--- src/rtl/sampleq_arbiter.sv ---
`default_nettype none
// ============================================================================
//  Module   : sampleq_arbiter
//  Purpose  : Round-robin scheduler sharing one downstream sample stream
//             between up to 8 sampleq sources. Each grant emits a header
//             word {A5, src, count} followed by exactly `count` words pulled
//             from the granted queue. Pulls are paced so that the queue's
//             registered data/avail outputs have settled before reuse. If the
//             source runs dry mid-burst, the burst is padded with FFFF_FFFF.
//  Ports    : clk, rst          - clock, synchronous active-high reset
//             src_data/count/avail/pull/enable - per-source queue interface
//             out_data/out_avail/out_pull      - downstream stream
//             err_underrun/err_clear           - sticky underrun flag
//  Revision : 1.0 - initial release
// ============================================================================
module sampleq_arbiter #(
    parameter int NUM_SRC = 2,
    parameter int SETTLE  = 2
) (
    input  logic                   clk,
    input  logic                   rst,
    input  logic [32*NUM_SRC-1:0]  src_data,
    input  logic [8*NUM_SRC-1:0]   src_count,
    input  logic [NUM_SRC-1:0]     src_avail,
    output logic [NUM_SRC-1:0]     src_pull,
    input  logic [NUM_SRC-1:0]     src_enable,
    output logic [31:0]            out_data,
    output logic                   out_avail,
    input  logic                   out_pull,
    output logic                   err_underrun,
    input  logic                   err_clear
);

    localparam int IDX_W = (NUM_SRC > 1) ? $clog2(NUM_SRC) : 1;
    localparam int NPAD  = 1 << IDX_W;
    localparam int CNT_W = $clog2(SETTLE + 1);

    typedef enum logic [2:0] {
        S_IDLE   = 3'd0,
        S_HEADER = 3'd1,
        S_DATA   = 3'd2,
        S_SETTLE = 3'd3,
        S_PAD    = 3'd4
    } state_t;

    state_t             r_state, w_state_nx;
    logic [IDX_W-1:0]   r_rr_ptr, w_rr_nx;
    logic [IDX_W-1:0]   r_grant, w_grant_nx;
    logic [7:0]         r_rem, w_rem_nx;
    logic [CNT_W-1:0]   r_settle, w_settle_nx;
    logic               w_err_set;
    logic               w_pull_any;

    // Per-source views, padded to a power of two so any index is in range.
    logic [31:0]        w_data  [NPAD];
    logic [7:0]         w_count [NPAD];
    logic [NPAD-1:0]    w_avail;
    logic [NPAD-1:0]    w_elig;

    for (genvar gi = 0; gi < NPAD; gi++) begin : g_src
        if (gi < NUM_SRC) begin : g_real
            assign w_data[gi]  = src_data[32*gi +: 32];
            assign w_count[gi] = src_count[8*gi +: 8];
            assign w_avail[gi] = src_avail[gi];
            assign w_elig[gi]  = src_avail[gi] && src_enable[gi] &&
                                 (src_count[8*gi +: 8] != 8'd0);
        end else begin : g_pad
            assign w_data[gi]  = 32'h0;
            assign w_count[gi] = 8'h0;
            assign w_avail[gi] = 1'b0;
            assign w_elig[gi]  = 1'b0;
        end
    end

    // First eligible source at or after rr_ptr (with wrap). The loop runs
    // from the farthest candidate down so the nearest hit is written last.
    logic               w_hit;
    logic [IDX_W-1:0]   w_hit_idx;
    logic [IDX_W-1:0]   w_cand;

    always_comb begin
        w_hit     = 1'b0;
        w_hit_idx = '0;
        w_cand    = '0;
        for (int k = NUM_SRC - 1; k >= 0; k--) begin
            int j;
            j = int'(r_rr_ptr) + k;
            if (j >= NUM_SRC) begin
                j = j - NUM_SRC;
            end
            w_cand = IDX_W'(j);
            if (w_elig[w_cand]) begin
                w_hit     = 1'b1;
                w_hit_idx = w_cand;
            end
        end
    end

    logic [IDX_W-1:0]   w_grant_inc;
    logic [2:0]         w_grant3;
    logic [31:0]        w_gdata;
    logic               w_gavail;

    assign w_grant_inc = (r_grant == IDX_W'(NUM_SRC - 1)) ? '0 : r_grant + 1'b1;
    assign w_grant3    = 3'(r_grant);
    assign w_gdata     = w_data[r_grant];
    assign w_gavail    = w_avail[r_grant];

    always_comb begin
        w_state_nx  = r_state;
        w_grant_nx  = r_grant;
        w_rem_nx    = r_rem;
        w_settle_nx = r_settle;
        w_rr_nx     = r_rr_ptr;
        w_err_set   = 1'b0;
        w_pull_any  = 1'b0;
        out_avail   = 1'b0;
        out_data    = 32'h0;

        case (r_state)
            S_IDLE: begin
                if (w_hit) begin
                    w_grant_nx = w_hit_idx;
                    w_rem_nx   = w_count[w_hit_idx];
                    w_state_nx = S_HEADER;
                end
            end

            S_HEADER: begin
                out_avail = 1'b1;
                out_data  = {8'hA5, 4'h0, 1'b0, w_grant3, 8'h00, r_rem};
                if (out_pull) begin
                    w_state_nx = S_DATA;
                end
            end

            S_DATA: begin
                out_data  = w_gdata;
                out_avail = w_gavail;
                if (!w_gavail) begin
                    // Source ran dry after it had settled: pad out the burst.
                    w_err_set  = 1'b1;
                    w_state_nx = S_PAD;
                end else if (out_pull) begin
                    w_pull_any  = 1'b1;
                    w_rem_nx    = r_rem - 8'd1;
                    w_settle_nx = CNT_W'(SETTLE);
                    w_state_nx  = S_SETTLE;
                end
            end

            S_SETTLE: begin
                w_settle_nx = r_settle - 1'b1;
                if (r_settle <= CNT_W'(1)) begin
                    if (r_rem == 8'd0) begin
                        w_state_nx = S_IDLE;
                        w_rr_nx    = w_grant_inc;
                    end else begin
                        w_state_nx = S_DATA;
                    end
                end
            end

            S_PAD: begin
                out_avail = 1'b1;
                out_data  = 32'hFFFF_FFFF;
                if (out_pull) begin
                    if (r_rem != 8'd0) begin
                        w_rem_nx = r_rem - 8'd1;
                    end
                    if (r_rem <= 8'd1) begin
                        w_state_nx = S_IDLE;
                        w_rr_nx    = w_grant_inc;
                    end
                end
            end

            default: begin
                w_state_nx = S_IDLE;
            end
        endcase

        // Nothing is offered downstream while reset is being applied.
        if (rst) begin
            out_avail = 1'b0;
        end
    end

    // Pull strobe is combinational and suppressed during reset so a queue
    // never loses a word to a burst that is being abandoned.
    always_comb begin
        src_pull = '0;
        for (int k = 0; k < NUM_SRC; k++) begin
            src_pull[k] = w_pull_any && !rst && (r_grant == IDX_W'(k));
        end
    end

    always_ff @(posedge clk) begin
        if (rst) begin
            r_state  <= S_IDLE;
            r_rr_ptr <= '0;
            r_grant  <= '0;
            r_rem    <= 8'd0;
            r_settle <= '0;
        end else begin
            r_state  <= w_state_nx;
            r_rr_ptr <= w_rr_nx;
            r_grant  <= w_grant_nx;
            r_rem    <= w_rem_nx;
            r_settle <= w_settle_nx;
        end
    end

    // Clear wins over a same-cycle set.
    always_ff @(posedge clk) begin
        if (rst) begin
            err_underrun <= 1'b0;
        end else if (err_clear) begin
            err_underrun <= 1'b0;
        end else if (w_err_set) begin
            err_underrun <= 1'b1;
        end
    end

endmodule
`default_nettype wire

--- config.mk ---
export PLATFORM = sky130hd
export DESIGN_NAME = sampleq_arbiter
export DESIGN_NICKNAME = d
export VERILOG_FILES = /design/src/rtl/sampleq_arbiter.sv
export SDC_FILE = /design/constraint.sdc
export NUM_CORES = 1
export LEC_CHECK = 0
export ABC_AREA = 1
export CAP_MARGIN = 20
export CORE_MARGIN = 8
export CORE_UTILIZATION = 60
export CTS_BUF_LIST = sky130_fd_sc_hd__clkbuf_2 sky130_fd_sc_hd__clkbuf_4 sky130_fd_sc_hd__clkbuf_8
export DETAILED_ROUTE_END_ITERATION = 8
export DONT_BUFFER_PORTS = 1
export GPL_ROUTABILITY_DRIVEN = 0
export HOLD_SLACK_MARGIN = 0.03
export PLACE_DENSITY = 0.76
export SLEW_MARGIN = 20
export SYNTH_ARGS = -nofsm -noshare
export SYNTH_HDL_FRONTEND = slang
export SYNTH_SLANG_ARGS = --single-unit
--- constraint.sdc ---
create_clock -name clk -period 3.8 [get_ports clk]
set_input_delay 0.38 -clock clk [delete_from_list [all_inputs] [get_ports clk]]
set_output_delay 0.38 -clock clk [all_outputs]
set_load 0.01 [all_outputs]
# --- Word level (Yosys, flattened, before mapping) ---
# Cells that the tools add are included.
totals:
  regBits: 16
  output_inout_bits: 36
op_classes:
  mux: 50
  addsub: 6
  n_reduce_logical: 23
  n_bitwise: 3
  eq_ne: 14
  order_cmp: 9
op_table:
  columns: ["operator", "count"]
  rows:
  - ["$mux 32", 3]
  - ["$pmux 32 s3", 1]
  - ["$mux 8", 8]
  - ["$pmux 8 s3", 1]
  - ["$reduce_bool 8->1", 3]
  - ["$mux 1", 23]
  - ["$mux 3", 7]
  - ["$ne 2x2->1 const B", 9]
  - ["$pmux 3 s5", 1]
  - ["$reduce_and 6->1", 2]
  - ["$le 8x1->1 const B", 1]
  - ["$logic_not 8->1", 1]
  - ["$sub 8x1->8 const B", 1]
  - ["$logic_and 1x1->1", 7]
  - ["$eq 3x2->1 const B", 2]
  - ["$ge 2x2->1 const B", 3]
  - ["$lt 1x2->1 const B", 3]
  - ["$mux 2", 3]
  - ["$reduce_and 5->1", 1]
  - ["$not 1->2", 2]
  - ["$pmux 1 s2", 2]
  - ["$pmux 2 s2", 1]
  - ["$reduce_bool 2->1", 2]
  - ["$reduce_or 2->1", 2]
  - ["15 further kinds", 16]

# --- Longest topological paths before layout ---
depth:
  ltp_word: 13
  ltp_mapped: 12
  mapped_depth_nobuf: 11

# --- Worst setup path after synthesis ---
# No wires, ideal clock.
synth_path:
  path_type: "reg-to-output"
  startpoint: "register r_grant"
  endpoint: "output out_data[0]"
  path_stages_with_launch: 6
  required_ns: 3.420
  arrival_time_ns: 1.348
  n_path_buf: 2
  path_slack_ns: 2.072
  path_cell_list: "dfxtp_1 -> buf_6 -> inv_4 -> clkbuf_1 -> nor2_1 -> o311ai_0"
synth_via:
  elab_chain_cells: 5
synth_rtl:
  columns: ["element", "line_no", "rtl"]
  rows:
  - ["start: declaration", "48", "logic [IDX_W-1:0] r_grant, w_grant_nx;"]
  - ["start signal: assignment", "208", "r_grant <= w_grant_nx;"]
  - ["$not 1->2 (not written as such)", "106", "assign w_gdata = w_data[r_grant];"]
  - ["$mux 32 (not written as such) (3 in a row)", "106", null]
  - ["$pmux 32 s3", "120", "case (r_state)"]
  - ["end: declaration", "27", "output logic [31:0] out_data,"]
# Every way passes these cells. The select of a mux whose other input is x is not followed.

# --- Worst setup path in the final report ---
layout_path:
  startpoint: "register r_grant"
  endpoint: "output src_pull[1]"
layout_via:
  elab_chain_cells: 6
layout_rtl:
  columns: ["element", "line_no", "rtl"]
  rows:
  - ["$mux 1 (not written as such) (2 in a row)", "107", "assign w_gavail = w_avail[r_grant];"]
  - ["$mux 1", "140", "if (!w_gavail) begin"]
  - ["$mux 1", "120", null]
  - ["$logic_and 1x1->1", "194", "src_pull[k] = w_pull_any && !rst && (r_grant == IDX_W'(k));"]
  - ["$logic_and 1x1->1 *", "194", null]
  - ["end: declaration", "25", "output logic [NUM_SRC-1:0] src_pull,"]
# Mark *: on every way between the ends. The rest lies on a longest branch, timed or not. The select of a mux whose other input is x is not followed.

==> results_dict.tcl <==
set metrics [dict create \
    outcome "finished clean" \
    crit_path_frequent_cell "nand2_1" \
    crit_type "reg2out" \
    cts_hold_buf 0 \
    post-route-period-util_pct 66.34 \
    drt_iter0_markers 177 \
    rows 21 \
    dieArea_um2 5698 \
    slowest_delay_ps 720 \
    gr-total-overflow 0 \
    portBuffers 0 \
    hold_viol_final 0 \
    hold_path_class "in2reg" \
    cts_resized 0 \
    fin_area_um2 2116 \
    maxCapViolCount 0 \
    relSlewSlack_pct 49.80 \
    drive_gt1_share_pct 10.27 \
    dr.pass1.iters 4 \
    cp_data_arrival_time_ps 2140 \
    antenna_found_initial 0 \
    dpl_cell_area_um2 2079 \
    setup_viol 0 \
    yosysWarnings 0 \
    netlist_instances 383 \
    synth-seq-cells 16 \
    routed_wl_um 7021 \
    multi_input_area_um2 1518 \
    yosysUniqueCellTypes 35 \
    power_density_nw_per_um2 687.5 \
    vias 2451 \
    ys.flop_type "dfxtp_1" \
    total_power_mw 1.455 \
    critPathCaptureType "output port" \
    synth_edf_count 0 \
    numCtsBuffers 3 \
    fmax_mhz 396.7 \
    regArea_um2 320.3 \
    stdcell_count 416 \
    grt_max_degree 36 \
    initial_core_util_pct 63.13 \
    path_buf_inv 2 \
    ys_async_sr_fraction_pct 0 \
    path_delay_family "flip-flops" \
    setup_tns_ps 0 \
    grt_use_total_pct 22.59 \
    ioPinCount 124 \
    rsz0062_at_grt "false" \
    drt.antenna.violating_nets 0 \
    crit_chain "buf_4, nand2_1, nand2_1, nand2_1, inv_1, nand3_1, nor2_1" \
    cp-start-kind "flop" \
    wl_per_cell_um 16.88 \
    period_minus_slack_ps 2521 \
    core-area_um2 3363 \
    syn-num-nets 475 \
    area_delta_synth_final_pct -0.3535 \
    placed_cells 412 \
    post-dp-hpwl_um 5648 \
    diodes 0 \
    via_per_inst 5.892 \
    netlist_area_um2 2123 \
    grt_pass1_vias 2183 \
    nets 463 \
    ys_seq_area_share_pct 15.09 \
    clk_pin_slew_ps 100 \
    syn_avg_cell_area_um2 5.544 \
    postCtsSetupBuffers 0 \
    drc 0 \
    fp.dieH_um 75.49 \
    cts_tree "built" \
    peakVddDrop_mv 0.3973 \
    tightest_slew_ps 743.5 \
    cts_sinks 16 \
    die_x_um 75.49 \
    p_leak_nw 1.029 \
    grt_pass1_wl_um 10280 \
    cp_max_fo 19 \
    fillers 352 \
    cp_slowest_cell "dfxtp_1" \
    cts_htree_levels 1 \
    cp.required_ps 3420 \
    cts_root_buffer "clkbuf_4" \
    cts_buffer_depth 2 \
    clk_latency_ps 290 \
    fin_skew_ps 2.832 \
    slew_viol_final 0 \
]
## registers in the layout, summed over array words and instances (netlist names)
register	cells
r_settle	2
err_underrun	1
r_state	3
r_rr_ptr	1
r_grant	1
r_rem	8
## through the flow
| stage | worst slack (ps) | hold slack [ps] | utilization [%] |
|---|---|---|---|
| after CTS | 1293 | 137.5 | 62.91 |
| final | 1279 | 133.8 | 62.91 |
| after global placement | 1685 | 453.5 | 61.83 |
| after detailed placement | 1629 | 452.8 | 61.83 |
| after floorplan | 2072 | 440.3 | - |
| after global routing | 1086 | 126.2 | 62.91 |
## per-layer routing
| metal | track usage, % | part of all wire [%] | vias up |
|---|---|---|---|
| met4 | 7.249 | 2.5 | 0 |
| met5 | 0 | 0 | - |
| li1 | - | - | 1217 |
| met1 | 26.82 | 38 | 1079 |
| met2 | 38.35 | 47 | 137 |
| met3 | 6.053 | 12 | 18 |
## Yosys cell counts (2+ instances only)
cell | n | share of area, %
buf_1 | 3 | 0.53
nand3_1 | 20 | 4.7
a31oi_2 | 10 | 5.9
a31oi_1 | 10 | 2.9
buf_2 | 6 | 1.4
nand4_1 | 10 | 2.9
clkbuf_1 | 4 | 0.71
buf_6 | 4 | 2.1
o21ai_1 | 2 | 0.47
nor2_2 | 4 | 1.2
nand2_1 | 116 | 21
o21ai_0 | 7 | 1.6
inv_1 | 35 | 6.2
o311ai_0 | 8 | 3.3
dfxtp_1 | 16 | 15
inv_2 | 6 | 1.1
nand3_2 | 5 | 2.4
buf_4 | 2 | 0.71
nor2_1 | 82 | 14
ha_1 | 4 | 2.4
a21oi_1 | 12 | 2.8
o31ai_1 | 4 | 1.4
## worst reg2reg max path: stages, from the launching register on
cell	delay, ps
dfxtp_1	720
buf_4	350
nand2_1	90
nand2_1	150
nand3_1	110
nand2_1	70
nand2_1	60
clkinv_2	120
nand3_4	140
nand2_1	100
nand2_1	50
nor2_1	100
## final cells by class
| cell class | instances | share of cell area (%) |
|---|---|---|
| Sequential cell | 16 | 15.14 |
| Tap cell | 46 | 2.720 |
| Clock buffer | 4 | 1.715 |
| Multi-Input combinational cell | 304 | 71.73 |
| Timing Repair Buffer | 2 | 0.7096 |
| Inverter | 44 | 7.983 |
## worst paths after layout
path                                          startpoint                  endpoint  slack, ps  cells after the start
worst max-delay path                r_grant$_SDFFE_PP0P_               src_pull[1]       1280                      7
worst min-delay path                                 rst      r_grant$_SDFFE_PP0P_        130                      1
worst max register to register      r_grant$_SDFFE_PP0P_     r_rem[5]$_SDFFE_PP0P_       1700                     11
worst min register to register  r_settle[1]$_SDFFE_PP0P_  r_settle[1]$_SDFFE_PP0P_        490                      2
## kinds of logic after synthesis
group | share of synthesized area [%]
simple gates | 48.68
buf+inv | 13.43
compound gates | 20.04
flops | 15.09
fa+ha+maj | 2.357
xor+xnor | 0.4126
## placed cells by master (no fill, tap or decap), types with 2 or more instances in the layout
cell type,Yosys,final
nand2_1,116,116
nor2_1,82,82
inv_1,35,35
nand3_1,20,20
dfxtp_1,16,16
a21oi_1,12,12
a31oi_2,10,10
a31oi_1,10,10
nand4_1,10,10
o311ai_0,8,8
o21ai_0,7,7
inv_2,6,6
nand3_2,5,5
o31ai_1,4,4
nor2_2,4,4
ha_1,4,4
clkbuf_4,0,3
o21ai_1,2,2
buf_4,2,2
## report_power, final
group / total [mW] / leakage [nW] / internal [mW] / switching, mW
combinational: 1.04 / 0.876 / 0.313 / 0.730
sequential: 0.293 / 0.132 / 0.224 / 0.0694
clock: 0.119 / 0.0210 / 0.0584 / 0.0608
total: 1.45 / 1.03 / 0.595 / 0.860
Power figures use the tool's default switching activity.
